[src/rtl/fpu_ss_mem_responder.sv]
// fpu_ss cmem responder: one cmem request -> one OBI data access -> one response.
// Optional FPU_SS_MEM_TIMEOUT_EN bounds the REQ/WAIT states with a cycle counter.
package acc_pkg;
  localparam int AddrWidth = 5;
  typedef enum logic {
    READ  = 1'b0,
    WRITE = 1'b1
  } mem_req_type_e;
endpackage

module fpu_ss_mem_responder #(
  parameter int ACC_ADDR_WIDTH = acc_pkg::AddrWidth,
  parameter int TIMEOUT_CYCLES = 64
) (
  input  logic                      clk_i,
  input  logic                      rst_i,
  input  logic                      cmem_q_valid_i,
  output logic                      cmem_q_ready_o,
  input  logic [31:0]               cmem_q_laddr_i,
  input  logic [31:0]               cmem_q_wdata_i,
  input  logic [2:0]                cmem_q_width_i,
  input  acc_pkg::mem_req_type_e    cmem_q_req_type_i,
  input  logic                      cmem_q_mode_i,
  input  logic                      cmem_q_spec_i,
  input  logic                      cmem_q_endoftransaction_i,
  input  logic [31:0]               cmem_q_hart_id_i,
  input  logic [ACC_ADDR_WIDTH-1:0] cmem_q_addr_i,
  output logic                      cmem_p_valid_o,
  input  logic                      cmem_p_ready_i,
  output logic [31:0]               cmem_p_rdata_o,
  output logic [4:0]                cmem_p_range_o,
  output logic                      cmem_p_status_o,
  output logic [ACC_ADDR_WIDTH-1:0] cmem_p_addr_o,
  output logic [31:0]               cmem_p_hart_id_o,
  output logic                      data_req_o,
  input  logic                      data_gnt_i,
  output logic [31:0]               data_addr_o,
  output logic                      data_we_o,
  output logic [3:0]                data_be_o,
  output logic [31:0]               data_wdata_o,
  input  logic                      data_rvalid_i,
  input  logic [31:0]               data_rdata_i,
  input  logic                      data_err_i
);

  typedef enum logic [1:0] {
    IDLE,
    REQ,
    WAIT,
    RESP
  } state_e;

  state_e state_q, state_d;

  logic [31:0]               laddr_q, laddr_d;
  logic [2:0]                width_q, width_d;
  logic                      we_q, we_d;
  logic [31:0]               wdata_q, wdata_d;
  logic [3:0]                be_q, be_d;
  logic [31:0]               hart_q, hart_d;
  logic [ACC_ADDR_WIDTH-1:0] acc_q, acc_d;
  logic                      mode_q, mode_d;
  logic                      eot_q, eot_d;
  logic [31:0]               rdata_q, rdata_d;
  logic [4:0]                range_q, range_d;
  logic                      status_q, status_d;

  logic        is_wr;
  logic        width_ok;
  logic        misaligned;
  logic        dec_err;
  logic [1:0]  off;
  logic [3:0]  req_be;
  logic [31:0] req_wdata;
  logic [4:0]  req_range;
  logic [31:0] lane;
  logic [31:0] load_data;
  logic        rvalid_ok;

`ifdef FPU_SS_MEM_TIMEOUT_EN
  localparam int CntW = $clog2(TIMEOUT_CYCLES + 1);
  logic [CntW-1:0] cnt_q, cnt_d;
  logic            drop_q, drop_d;
  logic            tmo;
  assign tmo       = (cnt_q == CntW'(TIMEOUT_CYCLES));
  assign rvalid_ok = data_rvalid_i && !drop_q;
`else
  assign rvalid_ok = data_rvalid_i;
`endif

  // mode/eot are carried for the interface but never consumed
  logic unused_bits;
  assign unused_bits = ^{mode_q, eot_q, TIMEOUT_CYCLES};

  // Decode the incoming request: legality, lane enables, store replication
  always_comb begin
    is_wr = (cmem_q_req_type_i == acc_pkg::WRITE);
    off   = cmem_q_laddr_i[1:0];
    unique case (cmem_q_width_i)
      3'b000, 3'b001, 3'b010: width_ok = 1'b1;
      3'b100, 3'b101:         width_ok = !is_wr;
      default:                width_ok = 1'b0;
    endcase
    misaligned = ((cmem_q_width_i[1:0] == 2'b01) && off[0])
              || ((cmem_q_width_i[1:0] == 2'b10) && (off != 2'b00));
    dec_err = !width_ok || misaligned || cmem_q_spec_i;
    unique case (cmem_q_width_i[1:0])
      2'b00: begin
        req_be    = 4'b0001 << off;
        req_wdata = {4{cmem_q_wdata_i[7:0]}};
        req_range = 5'd7;
      end
      2'b01: begin
        req_be    = 4'b0011 << off;
        req_wdata = {2{cmem_q_wdata_i[15:0]}};
        req_range = 5'd15;
      end
      default: begin
        req_be    = 4'b1111;
        req_wdata = cmem_q_wdata_i;
        req_range = 5'd31;
      end
    endcase
    if (is_wr) req_range = 5'd31;
  end

  // Pick the addressed lane out of the returned word and extend it
  always_comb begin
    lane = data_rdata_i >> {laddr_q[1:0], 3'b000};
    unique case (width_q)
      3'b000:  load_data = {{24{lane[7]}}, lane[7:0]};
      3'b100:  load_data = {24'd0, lane[7:0]};
      3'b001:  load_data = {{16{lane[15]}}, lane[15:0]};
      3'b101:  load_data = {16'd0, lane[15:0]};
      default: load_data = lane;
    endcase
  end

  // Transaction FSM: next state, latched fields and handshake outputs
  always_comb begin
    state_d  = state_q;
    laddr_d  = laddr_q;
    width_d  = width_q;
    we_d     = we_q;
    wdata_d  = wdata_q;
    be_d     = be_q;
    hart_d   = hart_q;
    acc_d    = acc_q;
    mode_d   = mode_q;
    eot_d    = eot_q;
    rdata_d  = rdata_q;
    range_d  = range_q;
    status_d = status_q;
    cmem_q_ready_o = 1'b0;
    cmem_p_valid_o = 1'b0;
    data_req_o     = 1'b0;
`ifdef FPU_SS_MEM_TIMEOUT_EN
    cnt_d  = cnt_q;
    drop_d = drop_q;
    if (drop_q && data_rvalid_i) drop_d = 1'b0;
`endif
    unique case (state_q)
      IDLE: begin
        cmem_q_ready_o = 1'b1;
        if (cmem_q_valid_i) begin
          laddr_d  = cmem_q_laddr_i;
          width_d  = cmem_q_width_i;
          we_d     = is_wr;
          wdata_d  = req_wdata;
          be_d     = req_be;
          hart_d   = cmem_q_hart_id_i;
          acc_d    = cmem_q_addr_i;
          mode_d   = cmem_q_mode_i;
          eot_d    = cmem_q_endoftransaction_i;
          rdata_d  = '0;
          range_d  = req_range;
          status_d = dec_err;
          state_d  = dec_err ? RESP : REQ;
`ifdef FPU_SS_MEM_TIMEOUT_EN
          cnt_d = '0;
`endif
        end
      end
      REQ: begin
`ifdef FPU_SS_MEM_TIMEOUT_EN
        data_req_o = !tmo;
        if (tmo) begin
          status_d = 1'b1;
          rdata_d  = '0;
          state_d  = RESP;
        end else if (data_gnt_i) begin
          cnt_d   = '0;
          state_d = WAIT;
        end else begin
          cnt_d = cnt_q + CntW'(1);
        end
`else
        data_req_o = 1'b1;
        if (data_gnt_i) state_d = WAIT;
`endif
      end
      WAIT: begin
        if (rvalid_ok) begin
          status_d = data_err_i;
          rdata_d  = (we_q || data_err_i) ? '0 : load_data;
          state_d  = RESP;
        end
`ifdef FPU_SS_MEM_TIMEOUT_EN
        else if (tmo) begin
          status_d = 1'b1;
          rdata_d  = '0;
          drop_d   = 1'b1;
          state_d  = RESP;
        end else begin
          cnt_d = cnt_q + CntW'(1);
        end
`endif
      end
      RESP: begin
        cmem_p_valid_o = 1'b1;
        if (cmem_p_ready_i) state_d = IDLE;
      end
      default: state_d = IDLE;
    endcase
  end

  // State and field registers with synchronous reset
  always_ff @(posedge clk_i) begin
    if (rst_i) begin
      state_q  <= IDLE;
      laddr_q  <= '0;
      width_q  <= '0;
      we_q     <= 1'b0;
      wdata_q  <= '0;
      be_q     <= '0;
      hart_q   <= '0;
      acc_q    <= '0;
      mode_q   <= 1'b0;
      eot_q    <= 1'b0;
      rdata_q  <= '0;
      range_q  <= '0;
      status_q <= 1'b0;
`ifdef FPU_SS_MEM_TIMEOUT_EN
      cnt_q  <= '0;
      drop_q <= 1'b0;
`endif
    end else begin
      state_q  <= state_d;
      laddr_q  <= laddr_d;
      width_q  <= width_d;
      we_q     <= we_d;
      wdata_q  <= wdata_d;
      be_q     <= be_d;
      hart_q   <= hart_d;
      acc_q    <= acc_d;
      mode_q   <= mode_d;
      eot_q    <= eot_d;
      rdata_q  <= rdata_d;
      range_q  <= range_d;
      status_q <= status_d;
`ifdef FPU_SS_MEM_TIMEOUT_EN
      cnt_q  <= cnt_d;
      drop_q <= drop_d;
`endif
    end
  end

  assign data_addr_o      = {laddr_q[31:2], 2'b00};
  assign data_we_o        = we_q;
  assign data_be_o        = be_q;
  assign data_wdata_o     = wdata_q;
  assign cmem_p_rdata_o   = rdata_q;
  assign cmem_p_range_o   = range_q;
  assign cmem_p_status_o  = status_q;
  assign cmem_p_addr_o    = acc_q;
  assign cmem_p_hart_id_o = hart_q;

endmodule

[config.mk]
export PLATFORM = sky130hd
export DESIGN_NAME = fpu_ss_mem_responder
export DESIGN_NICKNAME = d
export VERILOG_FILES = /design/src/rtl/fpu_ss_mem_responder.sv
export SDC_FILE = /design/constraint.sdc
export NUM_CORES = 1
export LEC_CHECK = 0
export BUFFER_PORTS_ARGS = -buffer_cell sky130_fd_sc_hd__buf_2
export CELL_PAD_IN_SITES_DETAIL_PLACEMENT = 1
export CELL_PAD_IN_SITES_GLOBAL_PLACEMENT = 1
export CORE_MARGIN = 4
export CORE_UTILIZATION = 30
export CTS_CLUSTER_DIAMETER = 200
export DETAILED_ROUTE_END_ITERATION = 6
export PLACE_DENSITY_LB_ADDON = 0.2
export RECOVER_POWER = 100
export SETUP_SLACK_MARGIN = 0.1
export SLEW_MARGIN = 20
export SYNTH_ARGS = -nofsm -noshare
export SYNTH_HDL_FRONTEND = slang
export SYNTH_SLANG_ARGS = --single-unit
[constraint.sdc]
create_clock -name clk_i -period 1.65 [get_ports clk_i]
set_input_delay 0 -clock clk_i [delete_from_list [all_inputs] [get_ports clk_i]]
set_output_delay 0 -clock clk_i [all_outputs]
set_load 0.02 [all_outputs]
Word-level counts from Yosys, hierarchy flattened
Index checks and enable logic that the tools add are counted.

storage, ports and cells
  word-level logic and storage cells = 71
  flip-flop bits (word level) = 149
  input port bits = 147
  output and inout bits = 147

cells by class
  multiplexer cells = 22
  reduce and logical (&&, ||, !) cells = 19
  shifts and indexed selects = 3
  eq/ne operators = 16

operator list
  operator                                                            count
  32-bit one-hot mux with 2 select lines                              2
  32-bit one-hot mux with 4 select lines                              1
  32-bit 2-to-1 mux                                                   3
  32-bit by 5-bit >> shifter with 32-bit output                       1
  3-bit == test (second input constant)                               4
  2-bit 2-to-1 mux                                                    5
  5-bit one-hot mux with 2 select lines                               1
  2-bit inequality test (second input constant)                       4
  2-bit one-hot mux with 4 select lines                               1
  4-bit one-hot mux with 2 select lines                               1
  2-bit == test (second input constant)                               3
  3-bit by 1-bit == test with 1-bit output (second input constant)    2
  3-bit zero test                                                     2
  1-bit 2-to-1 mux                                                    5
  5-bit 2-to-1 mux                                                    1
  2-bit by 1-bit == test with 1-bit output (second input constant)    2
  2-bit zero test                                                     2
  1-bit logical OR                                                    4
  1-bit one-hot mux with 2 select lines                               2
  4-bit AND reduction                                                 1
  2-bit nonzero test                                                  2
  1-bit by 2-bit left shift with 4-bit output (first input constant)  1
  2-bit by 2-bit left shift with 4-bit output (first input constant)  1
  3-bit by 2-bit == test with 1-bit output (second input constant)    1
  6 further kinds                                                     8

Logic depth before layout (Yosys ltp)
  word-level depth = 9
  mapped depth = 7
  gate-level depth less buffers = 6

Worst setup path after synthesis
OpenSTA, ideal clock, no wires.

  path type = flip-flop to flip-flop
  start point = register state_q[0]
  end point = register rdata_q[19], in the netlist cmem_p_rdata_o[19]
  clock period less this slack = 1.793 ns
  buffers on the path = 1
  stages on the path, launching flop included = 8
  data arrival time = 1.730 ns
  slack = -0.143 ns
  library setup time = 0.064 ns
  required time = 1.586 ns
  cell sequence = dfxtp_1 -> inv_1 -> ha_1 -> or2_2 -> a31oi_2 -> buf_2 -> a22oi_1 -> nand2_1

on the way
  longest elaborated chain between the ends = 3
  elaborated cells on any way between the ends = 7
  those cells by class = eq/ne (3); mux (1); reduce/logical (3)

RTL lines
  what                                                                          RTL line  text
  start, declared                                                               53        state_e state_q, state_d;
  start signal, assigned                                                        248       state_q <= state_d;
  2-bit == test or 2-bit zero test (tied branches)                              162       unique case (state_q)
  2-bit inequality test (no source line) or 2-bit nonzero test (tied branches)  -
  3-bit AND reduction (no source line)                                          -
  end signal, assigned                                                          258       rdata_q <= rdata_d;
  end, declared                                                                 64        logic [31:0] rdata_q, rdata_d;

Parallel ways exist; a longest one is shown, timed or not.
A chain may end at the register's enable or synchronous reset.

Worst setup path in the final report
  start point = register laddr_q[1]
  end point = register rdata_q[28], in the netlist cmem_p_rdata_o[28]

on the way
  longest elaborated chain between the ends = 5

RTL lines
  what                                           RTL line  text
  start, declared                                55        logic [31:0] laddr_q, laddr_d;
  start signal, assigned                         249       laddr_q <= laddr_d;
  32-bit by 5-bit >> shifter with 32-bit output  129       lane = data_rdata_i >> {laddr_q[1:0], 3'b000};
  32-bit one-hot mux with 4 select lines         130       unique case (width_q)
  32-bit 2-to-1 mux                              205       rdata_d = (we_q || data_err_i) ? '0 : load_data;
  32-bit 2-to-1 mux                              203       if (rvalid_ok) begin
  32-bit one-hot mux with 2 select lines         162

Every way passes these cells. The select of a mux whose other input is x is not followed.

==> summary.txt <==
Pwr
  – Power Total: approximately 14 mW
  – Gate power share: ~40%
  – Worst IR Drop VDD: approximately 0.0007 V
  – Cell internal pwr: slightly below 9 mW
  – Leak pwr: 4.15 nW
  – Cell area power density: roughly 1400 nW/um^2
  – P_sw: about 5.4 mW
  – Sw frac: 38.3%
  – Clock power share: between 20 and 30%
  – Sequential power share: between 30% and 40%

Floorplan
  – Initial core utilization: a little under a third
  – I/O pin count: just under 300
  – Row cnt: 53
  – Die Width: roughly 150 um
  – Core area: 21100 sq um
  – Die ar.: ~24000 sq um
  – Die H: about 150 um

Global routing
  – Vias in the first global route: between 7000 and 8000
  – Gr ovfl total: 0
  – Antenna violations before repair: 1
  – Global-route wire length before repair: ~39000 um
  – Largest net degree at the start of global routing: 76
  – All-Layer GR Usage: slightly above 20%

Layout
  – Final Instance Area: between 10000 and 15000 sq um
  – Area delta synth->final: 58.1%
  – Final non-filler cell total: between 1000 and 1500
  – Nets: 1300
  – Share of post-route cells with drive strength above 1: roughly 26%

Critical path
  – Setup crit start: laddr_q[1]
  – Setup CP Type: reg2reg
  – Cells along the critical path: buf_6 > mux2_4 > a221o_1 > o2111ai_4 > nand2_1
  – Setup crit start kind: flip-flop
  – Top delay family on crit path: compound AO/OA/AOI/OAI gates
  – CP bufs+invs: 1
  – Max Fanout on Critical Path: 8
  – Critical Path End Type: flip-flop
  – Required time of the worst setup path: about 1.9 ns
  – CP peak stage delay: between 0.4 and 0.5 ns
  – CP max-delay cell: a221o_1
  – Critical Path Stages: 5
  – Critical path data arrival time: between 1.5 and 2 ns
  – Cells on worst reg2reg path: 5
  – Reg2reg start: laddr_q[1]

Clock network
  – Root Driver: clkbuf_16
  – Clock latency at the later pin of the worst-skew pair: around 0.42 ns
  – TritonCTS Buffers: 17
  – CTS tree: built
  – Clock Sinks: 147
  – CTS Buffer Depth: 2
  – H-tree depth: 4
  – Clock transition at the registers of the reported paths: ~0.07 ns

Drt
  – Vias: 6879
  – Remaining DRCs: 0
  – WL final: 25200 um
  – Vias per inst: ~4.8
  – Post-route ant nets: 0
  – WL/cell: 17.5 um
  – Drt first pass iters: 4
  – Detailed Route Iter0 Violations: around 260

Synthesis
  – Synth Instances: between 700 and 800
  – Top-count cell post-synth: nand2_1
  – FFs w/ async S/R, synth: 0%
  – Library cells used by synthesis: 48
  – Mapped Area: 6430 sq um
  – Ranking of synthesized cells by area: dfxtp_1, nand2_1, a21oi_1
  – Most used DFF post-synth: dfxtp_1
  – #FFs+latches synth: approximately 150
  – Commonest cells post-synth: nand2_1, dfxtp_1, a21oi_1
  – Yosys top cell area share: 45.7%
  – Sequential fraction of the synthesis area: a little under half
  – Post-synth EDFFs: 0
  – Area leader, netlist: dfxtp_1
  – Ys Warns: 0
  – Avg Cell Area, Syn: between 8 and 9 sq um

Place
  – GPL Wtd Cong: roughly 0.80
  – Placed cell areas: approximately 8100 sq um
  – I/O Buffers: about 290
  – Detailed Place HPWL: ~17000 um
  – Cells after DPL: between 1000 and 1500

Timing
  – Final TNS setup: 0 ns
  – Max frequency: around 620 MHz
  – RSZ-0062 raised after global routing: yes
  – Fin. max-slew vios: 0
  – Hold Vio Cnt, Final: 0
  – Period minus WS final: 1.61 ns
  – Final setup violation count: 0
  – Max-slew headroom: 65.6%
  – Worst Tran Pin Value: 0.515 ns
  – Part of the cycle the worst path needs: a little over nine tenths
  – Clock Skews: 0.0121 ns

Job
  – Max-cap violations: 0

Min path
  – Hold Path Cell Cnt: 4
  – Worst hold path type: in2reg
  – HP Start: data_rdata_i[13]

Outcome
  – Status: finished, final reports clean
[power groups by stage]
stage	Clock, mW	Combinational, mW	Sequential [mW]
finish	4.09	5.52	4.49
global route	4.38	6.02	4.57
CTS	4.20	5.23	4.46
detailed placement	0	4.72	4.54
global placement	0	4.70	4.53
floorplan	0	2.65	5.04
[worst reg2reg max path, cell delays in order (launching register included)]
cell	delay (ns)
dfxtp_4	0.36
buf_6	0.11
mux2_4	0.30
a221o_1	0.41
o2111ai_4	0.20
nand2_1	0.10
[cells in the final DEF, fill, tap and decap left out, types with 3 or more instances in the layout]
| cell type | netlist | layout |
|---|---|---|
| buf_12 | 0 | 7 |
| dlygate4sd3_1 | 0 | 122 |
| a22oi_1 | 24 | 23 |
| nand2_4 | 0 | 4 |
| a311oi_1 | 8 | 8 |
| nor3_1 | 8 | 7 |
| buf_4 | 34 | 21 |
| inv_8 | 0 | 5 |
| a21oi_1 | 90 | 90 |
| o22ai_1 | 4 | 4 |
| a221oi_2 | 7 | 6 |
| nand2_2 | 0 | 5 |
| o21ai_2 | 0 | 5 |
| clkbuf_16 | 0 | 19 |
| buf_6 | 3 | 9 |
| dfxtp_1 | 147 | 145 |
| mux4_2 | 8 | 8 |
| buf_8 | 0 | 5 |
| inv_6 | 0 | 6 |
| o21ai_0 | 18 | 18 |
| mux2_2 | 17 | 16 |
| a211oi_1 | 10 | 9 |
| buf_2 | 26 | 143 |
| o21ai_1 | 8 | 3 |
| nor2_1 | 36 | 36 |
| clkbuf_1 | 21 | 147 |
| mux2i_1 | 18 | 18 |
| nand2b_1 | 5 | 3 |
| nand2_1 | 222 | 213 |
[final cells by class]
| cell class | count | area [sq um] |
|---|---|---|
| fill | 2584 | 10900 |
| clock inverter | 15 | 184 |
| sequential | 147 | 2950 |
| timing repair buffer | 458 | 3050 |
| tap | 275 | 344 |
| clock buffer | 17 | 425 |
| antenna | 2 | 5.00 |
| multi-input combinational | 521 | 3200 |
| inverter | 4 | 17.5 |
[layer usage]
metal | GRT usage [%] | wire [um]
met1 | 24.2 | 10500
met2 | 34.3 | 12400
met3 | 5.96 | 1630
met4 | 7.06 | 618
met5 | 0 | 0
[kinds of logic (layout without fill, tap and decap cells)]
family	Yosys count	after routing	synth area share, %
simple gates	291	292	18.9
buf+inv	95	494	8.38
flops	147	147	45.7
compound gates	179	180	17.6
mux	43	43	8.58
fa+ha+maj	4	4	0.778
other cells	1	4	0.0583
[registers in the layout, summed over array words and instances, names as in the netlist]
signal	cells
width_q	3
data_be_o	4
cmem_p_rdata_o	32
cmem_p_addr_o	5
cmem_p_status_o	1
cmem_p_range_o	3
data_wdata_o	32
state_q	2
cmem_p_hart_id_o	32
laddr_q	32
data_we_o	1
[through the flow]
step           utilization [%]  hold WS [ns]  setup WS [ns]
2_1_floorplan                -         0.122          0.118
3_3_place_gp              38.3         0.242         -0.115
3_5_place_dp              38.3         0.247         -0.170
4_1_cts                   47.8       0.00143         0.0412
5_1_grt                   48.2        0.0109        -0.0116
6_report                  48.2        0.0214         0.0424
[worst paths after layout]
check / endpoint / slack, ns
worst max register to register: cmem_p_rdata_o[28] / 0.04
worst max-delay path: cmem_p_rdata_o[28] / 0.04
worst min register to register: data_wdata_o[31] / 0.45
worst min-delay path: cmem_p_rdata_o[13] / 0.02
[timing repair]
item,CTS,global route
cloned,2,4
setup buffers,6,6
gates resized for setup,15,50
pin swaps,6,24
hold buffers,122,0
endpoints found under the hold margin,130,0
endpoints found under the setup margin,27,79
(Power assumes the default switching activity.)
